===== config.mk =====
export PLATFORM = sky130hd
export DESIGN_NAME = bw_io_jp_bsr_tap_ctl
export DESIGN_NICKNAME = d
export VERILOG_FILES = /design/src/rtl/bw_io_jp_bsr_tap_ctl.sv
export SDC_FILE = /design/constraint.sdc
export NUM_CORES = 1
export LEC_CHECK = 0
export CORE_ASPECT_RATIO = 0.75
export CORE_UTILIZATION = 50
export CTS_CLUSTER_DIAMETER = 200
export DETAILED_ROUTE_END_ITERATION = 16
export PLACE_DENSITY = 0.69
export SLEW_MARGIN = 20
export SYNTH_ARGS = -nofsm -noshare
export SYNTH_HDL_FRONTEND = slang
export SYNTH_SLANG_ARGS = --single-unit

===== constraint.sdc =====
create_clock -name tck -period 2.1 [get_ports tck]
set_input_delay 0.42 -clock tck [delete_from_list [all_inputs] [get_ports tck]]
set_output_delay 0.42 -clock tck [all_outputs]
set_load 0.02 [all_outputs]

===== src/rtl/bw_io_jp_bsr_tap_ctl.sv =====
// JTAG TAP controller for a boundary-scan chain.
// It holds the TAP state machine, a 4-bit instruction register, the 32-bit IDCODE register
// and the 1-bit bypass register. It also drives the control strobes for the external BSR cells.
//
// state    | meaning
// ---------+------------------------------------------------
// TLR      | test-logic-reset, IR forced to IDCODE
// RTI      | run-test/idle
// SEL_DR   | select DR-scan column
// CAP_DR   | parallel capture into selected DR
// SH_DR    | serial shift of selected DR
// EX1_DR   | exit-1 DR
// PAUSE_DR | DR shift paused
// EX2_DR   | exit-2 DR
// UPD_DR   | DR update (BSR update_dr pulse)
// SEL_IR   | select IR-scan column
// CAP_IR   | load 4'b0001 into IR shift
// SH_IR    | serial shift of IR
// EX1_IR   | exit-1 IR
// PAUSE_IR | IR shift paused
// EX2_IR   | exit-2 IR
// UPD_IR   | IR shift copied to IR latch on exit
module bw_io_jp_bsr_tap_ctl #(
    parameter logic [31:0] IDCODE_VAL = 32'h0000_0001
) (
    input  logic tck,
    input  logic trst_l,
    input  logic tms,
    input  logic tdi,
    input  logic bsr_tail,
    output logic tdo,
    output logic tdo_en,
    output logic bsr_si,
    output logic shift_dr,
    output logic clock_dr,
    output logic update_dr,
    output logic mode_ctl,
    output logic bypass_enable,
    output logic ps_select
);

    typedef enum logic [3:0] {
        TLR, RTI, SEL_DR, CAP_DR, SH_DR, EX1_DR, PAUSE_DR, EX2_DR, UPD_DR,
        SEL_IR, CAP_IR, SH_IR, EX1_IR, PAUSE_IR, EX2_IR, UPD_IR
    } tap_state_t;

    localparam logic [3:0] INS_EXTEST    = 4'h0;
    localparam logic [3:0] INS_SAMPLE    = 4'h1;
    localparam logic [3:0] INS_IDCODE    = 4'h2;
    localparam logic [3:0] INS_PS_EXTEST = 4'h4;

    tap_state_t  state, next_state;
    logic [3:0]  ir_shift, ir_latch;
    logic [31:0] idcode_reg;
    logic        bypass_reg;
    logic        sel_bsr, sel_idcode, sel_bypass, dr_lsb;

    // TAP state register
    always_ff @(posedge tck or negedge trst_l) begin
        if (!trst_l) state <= TLR;
        else         state <= next_state;
    end

    // Standard tms-driven TAP transitions
    always_comb begin
        next_state = TLR;
        case (state)
            TLR:      next_state = tms ? TLR    : RTI;
            RTI:      next_state = tms ? SEL_DR : RTI;
            SEL_DR:   next_state = tms ? SEL_IR : CAP_DR;
            CAP_DR:   next_state = tms ? EX1_DR : SH_DR;
            SH_DR:    next_state = tms ? EX1_DR : SH_DR;
            EX1_DR:   next_state = tms ? UPD_DR : PAUSE_DR;
            PAUSE_DR: next_state = tms ? EX2_DR : PAUSE_DR;
            EX2_DR:   next_state = tms ? UPD_DR : SH_DR;
            UPD_DR:   next_state = tms ? SEL_DR : RTI;
            SEL_IR:   next_state = tms ? TLR    : CAP_IR;
            CAP_IR:   next_state = tms ? EX1_IR : SH_IR;
            SH_IR:    next_state = tms ? EX1_IR : SH_IR;
            EX1_IR:   next_state = tms ? UPD_IR : PAUSE_IR;
            PAUSE_IR: next_state = tms ? EX2_IR : PAUSE_IR;
            EX2_IR:   next_state = tms ? UPD_IR : SH_IR;
            UPD_IR:   next_state = tms ? SEL_DR : RTI;
            default:  next_state = TLR;
        endcase
    end

    // IR shift/latch; the latch is forced to IDCODE on the same edge that enters TLR,
    // so the pad-control decode is already clear for the whole time spent in TLR
    always_ff @(posedge tck or negedge trst_l) begin
        if (!trst_l) begin
            ir_shift <= 4'b0001;
            ir_latch <= INS_IDCODE;
        end else begin
            if (state == CAP_IR)     ir_shift <= 4'b0001;
            else if (state == SH_IR) ir_shift <= {tdi, ir_shift[3:1]};
            if (next_state == TLR)   ir_latch <= INS_IDCODE;
            else if (state == UPD_IR) ir_latch <= ir_shift;
        end
    end

    // Instruction decode into DR selection
    always_comb begin
        sel_bsr    = (ir_latch == INS_EXTEST) || (ir_latch == INS_SAMPLE) ||
                     (ir_latch == INS_PS_EXTEST);
        sel_idcode = (ir_latch == INS_IDCODE);
        sel_bypass = !sel_bsr && !sel_idcode;
        dr_lsb     = sel_bsr ? bsr_tail : (sel_idcode ? idcode_reg[0] : bypass_reg);
    end

    // Internal data registers: capture and shift only when selected
    always_ff @(posedge tck or negedge trst_l) begin
        if (!trst_l) begin
            idcode_reg <= IDCODE_VAL;
            bypass_reg <= 1'b0;
        end else if (state == CAP_DR) begin
            if (sel_idcode) idcode_reg <= IDCODE_VAL;
            if (sel_bypass) bypass_reg <= 1'b0;
        end else if (state == SH_DR) begin
            if (sel_idcode) idcode_reg <= {tdi, idcode_reg[31:1]};
            if (sel_bypass) bypass_reg <= tdi;
        end
    end

    // Registered serial out: one cycle behind the shift, zero when not valid
    always_ff @(posedge tck or negedge trst_l) begin
        if (!trst_l) begin
            tdo    <= 1'b0;
            tdo_en <= 1'b0;
        end else if (state == SH_IR) begin
            tdo    <= ir_shift[0];
            tdo_en <= 1'b1;
        end else if (state == SH_DR) begin
            tdo    <= dr_lsb;
            tdo_en <= 1'b1;
        end else begin
            tdo    <= 1'b0;
            tdo_en <= 1'b0;
        end
    end

    // Boundary-scan strobes and pad controls; pad controls follow the IR latch only
    always_comb begin
        bsr_si        = tdi;
        shift_dr      = sel_bsr && (state == SH_DR);
        clock_dr      = sel_bsr && ((state == CAP_DR) || (state == SH_DR));
        update_dr     = sel_bsr && (state == UPD_DR);
        mode_ctl      = (ir_latch == INS_EXTEST) || (ir_latch == INS_PS_EXTEST);
        bypass_enable = mode_ctl;
        ps_select     = (ir_latch == INS_PS_EXTEST);
    end

endmodule

-- Word-level counts from Yosys, hierarchy flattened
Index checks and enable logic that the tools add are counted.
- flip-flop bits (word level): 47
- latch bits: 0
- RAM bits: 0
- bits in read-only memories: 0
- input port bits: 5
- memories kept: 0
- $add $sub $neg: 0
- $mul: 0
- div/mod/pow operators: 0
- $lt $le $gt $ge: 0
- equal/unequal tests: 22
- shift operators: 0
- mux-type cells: 31
- bitwise gates (word level): 0
- reduce and logical (&&, ||, !) cells: 21
- operators with widths (kind ; number):
    $mux 32 ; 4
    $pmux 4 s12 ; 1
    $eq 4x4->1 const B ; 8
    $mux 4 ; 8
    $eq 4x3->1 const B ; 5
    $mux 1 ; 13
    $eq 4x2->1 const B ; 3
    $logic_not 4->1 ; 3
    $eq 4x1->1 const B ; 2
    $ne 2x2->1 const B ; 4
    $mux 2 ; 3
    $mux 3 ; 2
    $reduce_and 3->1 ; 2
    $reduce_bool 2->1 ; 3
    $logic_and 1x1->1 ; 4
    $logic_or 1x1->1 ; 4
    $reduce_or 2->1 ; 2
    $reduce_or 3->1 ; 1
    $logic_not 1->1 ; 2

-- Depth between registers and ports, before layout
Gate-level depths: netlist of run 1.
- depth in word-level cells: 8
- gate-level depth with buffers: 7
- depth with buffers taken out: 4

-- Worst setup path before layout of run 1
OpenSTA, ideal clock, no wires.
- kind: reg-to-output
- from: register state[2]
- to: output port update_dr
- data arrival time: 1529 ps
- data required time: 1680 ps
- path slack: 151 ps
- stages on the path, launching flop included: 5
- path through: dfrtp_1 -> buf_2 -> clkbuf_1 -> nand2b_1 -> nor4_1
- longest elaborated chain between the ends: 2
- ends and longest elaborated chain (item ; line ; source):
    start: declaration ; 52 ; tap_state_t state, next_state;
    start signal: assignment ; 61 ; else state <= next_state;
    $eq 4x4->1 ; 147 ; update_dr = sel_bsr && (state == UPD_DR);
    $logic_and 1x1->1 ; 147 ;
    end: declaration ; 36 ; output logic update_dr,
No other way between the ends.

-- Worst setup path after layout of run 1
- from: register ir_latch[0]
- to: output port bypass_enable
- longest elaborated chain between the ends: 2
- ends and longest elaborated chain (item ; line ; source):
    start: declaration ; 53 ; logic [3:0] ir_shift, ir_latch;
    start signal: assignment ; 98 ; else if (state == UPD_IR) ir_latch <= ir_shift;
    $eq 4x3->1 / $logic_not 4->1 (equally long branches) ; 148 ; mode_ctl = (ir_latch == INS_EXTEST) || (ir_latch == INS_PS_EXTEST);
    $logic_or 1x1->1 * ; 148 ;
    end: declaration ; 38 ; output logic bypass_enable,
Every way passes the cells marked *; elsewhere a longest branch is shown, timed or not.

==> results.yml, run 1 <==
yosys:
  synth.distinct_cells: 37
  ys_seq_area_frac: 0.516
  synth_area_leaders: "dfrtp_1 (48%), nand2_1 (12%), o21ai_2 (11%)"
  synth.largest_area_cell: "dfrtp_1"
  syn-num-nets: 250
  syn_area_um2: 2290
  yosys_register_bits: 47
  synth_cells: 245
  netlist.area_leader.share: 0.482
  avgSynthCellArea_um2: 9.33
  yosys_warnings: 0
cts:
  cts_buffers: 5
  cts.sinks: 47
  clkLatencyLatePin_ns: 0.29
  post_cts_buffers: 0
  root_buffer: "clkbuf_8"
  clk_pin_slew_ns: 0.08
  cts_tree: "built"
  cts.path.max_buffers: 2
  htreeDepth: 2
critical_path:
  r2r_end: "idcode_reg[20]$_DFFE_PN0P_"
  reg2reg_depth: 5
  critPathSlowestCell: "clkdlybuf4s50_1"
  critPathMaxFanout: 5
  cp-start-kind: "register"
  crit_type: "register to output port"
  crit_family: "buffers and inverters"
  required_ns: 1.68
  path_buf_inv: 1
  worstPathCellList: "nor3_2 > clkdlybuf4s50_1"
  worstPathArrival_ns: 1.58
  max_stage_delay_ns: 0.64
  rrSetupSlack_ns: 0.14
  r2r-start: "ir_latch[1]$_DFFE_PN1P_"
  cp-end-kind: "output port"
final_layout:
  n_antenna_cell: 0
  drive_gt1_frac: 0.222
  final_common_cell: "nand2_1"
  largest_reg_flops: 32
  syn_to_final_growth_pct: 11.1
  mostFrequentLayoutCells: "nand2_1 (76), dfrtp_1 (44), o21ai_2 (28)"
  nets: 262
  filler_cell_count: 377
  postLayoutCellArea_um2: 2540
  fin_cells: 312
detailed_routing:
  drt-met1-wl_um: 2250
  routed_wl_um: 3900
  wl_per_cell_um: 12.5
  drtIter0Drc: 56
  dr_wl_met3_um: 113
  num_vias: 1598
  first_pass_iters: 4
  drt_drc_violations_left: 0
  topRoutingLayerUsed: "met4"
  viasPerCell: 5.12
  met2RoutedLength_um: 1520
  ant_nets: 0
power:
  seqPwrFrac: 0.396
  total_power_mw: 3.21
  irDropWorstVdd_mv: 0.640
  pwr-share-comb: 0.438
  clkPwrFrac: 0.167
  p_leak_nw: 1.14
  p_sw_mw: 1.29
  intPower_mw: 1.92
  swShare: 0.403
  power.density_nw_per_um2: 1260
grt:
  grt_pass1_vias: 1332
  grt_antenna_before_repair: 0
  grt_max_degree: 65
  grt_pass1_wl_um: 6570
  grt_overflow: 0
  grt_usage: 0.180
die:
  core_um2: 4200
  die_w_um: 80.1
  die-area_um2: 4850
  ioPinCount: 14
  die_h_um: 60.6
  initial_utilization: 0.544
  rows: 20
timing:
  worst_pin_slew_ns: 0.535
  finalCritPeriodShare: 0.952
  relSlewSlack: 0.643
  fmax_mhz: 500
  rsz0062_at_grt: "false"
  setup_tns_ns: 0
  skew_ns: 0.00696
  period_minus_slack_ns: 2.00
  finalSetupViolations: 0
  slew_viol_final: 0
  hold_viol_final: 0
flow_run:
  cap_violations: 0
placement:
  placed_area_um2: 2460
  dpl.hpwl_um: 2570
  io_buffers: 13
  gp_congestion: 0.824
  place_inst: 305
outcome:
  status: "completed"
worst_hold_path:
  hold_class: "input pin to async pin"
[repair_timing]
item                                    CTS  global route
endpoints found under the setup margin    6             4
hold buffers                              0             0
cloned                                    0             0
pin swaps                                 0             0
endpoints found under the hold margin     0             0
resized for setup                         7             7
[kinds of logic after synthesis]
group / count (synthesis) / synth area share
buf+inv: 24 / 0.0662
compound gates: 59 / 0.192
simple gates: 110 / 0.204
flops: 47 / 0.516
xor+xnor: 1 / 0.00383
fa+ha+maj: 1 / 0.00438
mux: 3 / 0.0131
[worst register-to-register path: cells and delay by family, from the launching register on]
kind,cells,cell delay [ns]
buf+inv,1,0.22
flops,1,0.58
simple gates,2,0.61
compound gates,2,0.43
[synthesized netlist by cell type]
master	instances
a211o_1	3
a211oi_1	1
a21o_1	1
a21oi_1	6
a22o_1	1
a311oi_1	1
and2_1	1
buf_1	1
buf_2	1
buf_4	2
buf_6	7
clkbuf_1	9
dfrtp_1	44
dfstp_2	3
inv_1	4
maj3_1	1
mux2i_1	3
nand2_1	76
nand2b_1	2
nand3_1	3
nand3b_1	1
nand4_1	2
nor2_1	13
nor2b_1	5
nor3_1	2
nor4_1	2
o211ai_1	1
o21ai_0	9
o21ai_1	4
o21ai_2	28
o221a_2	1
o22ai_1	1
o31ai_1	2
or3_1	1
or3b_1	1
or4b_1	1
xor2_1	1
[per-layer routing]
metal  vias up  track usage
li1        854            -
met1       722        0.288
met2        20        0.244
met3         2       0.0451
met4         0       0.0383
met5         -            0
[worst max-delay path by stage]
stage	startpoint	endpoint	slack (ns)	cells past startpoint
after floorplan	state[2]$_DFF_PN0_	update_dr	0.15	4
after global placement	state[1]$_DFF_PN0_	clock_dr	0.03	4
after detailed placement	state[1]$_DFF_PN0_	clock_dr	0.009	4
after CTS	state[1]$_DFF_PN0_	clock_dr	0.02	4
after global routing	ir_latch[0]$_DFFE_PN0P_	bypass_enable	0.01	2
final	ir_latch[0]$_DFFE_PN0P_	bypass_enable	0.10	2
[power groups by stage]
stage	Combinational [mW]	Clock, mW	Sequential, mW
detailed placement	1.41	0	1.28
global placement	1.40	0	1.27
CTS	1.41	0.561	1.27
floorplan	1.13	0	1.27
global route	1.56	0.602	1.30
finish	1.41	0.535	1.27
[stage by stage]
| stage | hold WS, ns | setup slack, ns | util |
|---|---|---|---|
| 3_3_place_gp | 0.435 | 0.0254 | 0.585 |
| 6_report | 0.107 | 0.100 | 0.604 |
| 2_1_floorplan | 0.124 | 0.151 | - |
| 5_1_grt | 0.142 | 0.0132 | 0.604 |
| 4_1_cts | 0.115 | 0.0247 | 0.607 |
| 3_5_place_dp | 0.429 | 0.00946 | 0.585 |
[cell type report]
type | count | area [um^2] | share of cell area
Sequential cell | 47 | 1180 | 0.465
Inverter | 4 | 15.0 | 0.00591
Multi-Input combinational cell | 174 | 961 | 0.379
Clock inverter | 1 | 5.00 | 0.00197
Tap cell | 55 | 68.8 | 0.0271
Clock buffer | 6 | 82.6 | 0.0325
Timing Repair Buffer | 25 | 226 | 0.0892
No activity file was read; power rests on OpenSTA's default activity.
==> run 2, diff against run 1 <==
--- a/config.mk
+++ b/config.mk
@@ -6,10 +6,10 @@
 export NUM_CORES = 1
 export LEC_CHECK = 0
 export CORE_ASPECT_RATIO = 0.75
-export CORE_UTILIZATION = 50
+export CORE_MARGIN = 2
+export CORE_UTILIZATION = 39
 export CTS_CLUSTER_DIAMETER = 200
 export DETAILED_ROUTE_END_ITERATION = 16
-export PLACE_DENSITY = 0.69
 export SLEW_MARGIN = 20
 export SYNTH_ARGS = -nofsm -noshare
 export SYNTH_HDL_FRONTEND = slang
==> results.yml, run 2 (synthesized netlist as in run 1, its figures left out) <==
power:
  seqPwrFrac: 0.393
  clkPwrFrac: 0.178
  swShare: 0.407
  pwr-share-comb: 0.429
  power.density_nw_per_um2: 1260
  intPower_mw: 1.93
  irDropWorstVdd_mv: 0.434
  p_leak_nw: 1.16
  total_power_mw: 3.25
  p_sw_mw: 1.32
critical_path:
  critPathSlowestCell: "clkdlybuf4s50_1"
  worstPathArrival_ns: 1.56
  max_stage_delay_ns: 0.64
  required_ns: 1.68
  cp-end-kind: "output port"
  cp-startpoint: "tdi"
  crit_top_cell: "clkdlybuf4s50_1"
  worstPathCellList: "clkdlybuf4s50_1 > clkdlybuf4s50_1"
  cp-start-kind: "input pin"
  crit_type: "input pin to output port"
  rrSetupSlack_ns: 0.15
  path_buf_inv: 2
  crit_family: "buffers and inverters"
  critPathMaxFanout: 2
  r2r-start: "ir_latch[1]$_DFFE_PN1P_"
detailed_routing:
  ant_nets: 0
  drtIter0Drc: 43
  drt_drc_violations_left: 0
  num_vias: 1644
  viasPerCell: 4.88
  wl_per_cell_um: 11.9
  routed_wl_um: 4010
  first_pass_iters: 4
final_layout:
  final_core_util: 0.451
  nets: 263
  largest_reg_flops: 32
  multi_input_area_um2: 973
  syn_to_final_growth_pct: 13.2
  n_antenna_cell: 0
  drive_gt1_frac: 0.232
  mostFrequentLayoutCells: "nand2_1 (76), dfrtp_1 (44), o21ai_2 (28)"
  filler_cell_count: 560
  postLayoutCellArea_um2: 2590
  fin_cells: 337
  final_common_cell: "nand2_1"
  seqCellArea_um2: 1180
cts:
  htreeDepth: 2
  root_buffer: "clkbuf_8"
  cts_buffers: 5
  hold_buffers: 0
  cts.repair.resized: 10
  cts.path.max_buffers: 2
  clkLatencyLatePin_ns: 0.30
  cts.sinks: 47
  clk_pin_slew_ns: 0.09
  cts_tree: "built"
  post_cts_buffers: 0
timing:
  fmax_mhz: 505
  setup_tns_ns: 0
  worst_pin_slew_ns: 0.586
  slew_viol_final: 0
  finalCritPeriodShare: 0.943
  period_minus_slack_ns: 1.98
  relSlewSlack: 0.610
  rsz0062_at_grt: "false"
  skew_ns: 0.00680
  hold_viol_final: 0
  finalSetupViolations: 0
die:
  core_um2: 5740
  die_w_um: 92.4
  rows: 24
  initial_utilization: 0.399
  ioPinCount: 14
  die-area_um2: 6500
  die_h_um: 70.3
placement:
  io_buffers: 13
  dpl.hpwl_um: 2650
  placed_area_um2: 2480
  gp_congestion: 0.783
  place_inst: 329
grt:
  grtUsageMet3: 0.0388
  met2_usage: 0.200
  grt_pass1_vias: 1547
  gr-max-usage-layer: "met1"
  grt_usage: 0.139
  grt_max_degree: 48
  grt_overflow: 0
  grt_antenna_before_repair: 0
  grt_pass1_wl_um: 7250
  grtUsageMet1: 0.204
outcome:
  status: "completed"
flow_run:
  cap_violations: 0
worst_hold_path:
  hold_class: "input pin to async pin"
## run 2: final cells by class
class                      count  share of cell area
multi-input combinational    174               0.376
clock buffer                   6              0.0319
timing repair buffer          26              0.0865
clock inverter                 2             0.00628
inverter                       4             0.00580
tap                           78              0.0377
sequential                    47               0.456
## run 2: worst paths after layout
path / end / cells past startpoint
min: idcode_reg[13]$_DFFE_PN0P_ / 2
min in group tck: idcode_reg[5]$_DFFE_PN0P_ / 2
min reg2reg: idcode_reg[5]$_DFFE_PN0P_ / 2
max: bsr_si / 2
max in group asynchronous: idcode_reg[28]$_DFFE_PN0P_ / 2
max reg2reg: idcode_reg[21]$_DFFE_PN0P_ / 5
## run 2: through the flow
stage                     hold WS (ns)  setup slack, ns
final                            0.203            0.120
after floorplan                  0.124            0.151
after global routing             0.255           0.0519
after CTS                        0.218           0.0110
after global placement           0.462           0.0411
after detailed placement         0.466           0.0261
## run 2: power by group through the flow
stage          sequential (mW)  combinational [mW]  clock (mW)
6_report                  1.28                1.40       0.578
5_1_grt                   1.31                1.58       0.651
4_1_cts                   1.28                1.42       0.605
3_5_place_dp              1.28                1.41           0
3_3_place_gp              1.27                1.41           0
2_1_floorplan             1.27                1.13           0
## run 2: metal layers
layer | up-vias | share of wire | wire length (um)
met1 | 766 | 0.52 | 2100
met3 | 5 | 0.039 | 156
li1 | 855 | - | -
met4 | 0 | 0.0085 | 34
met5 | - | 0 | 0
met2 | 18 | 0.43 | 1720
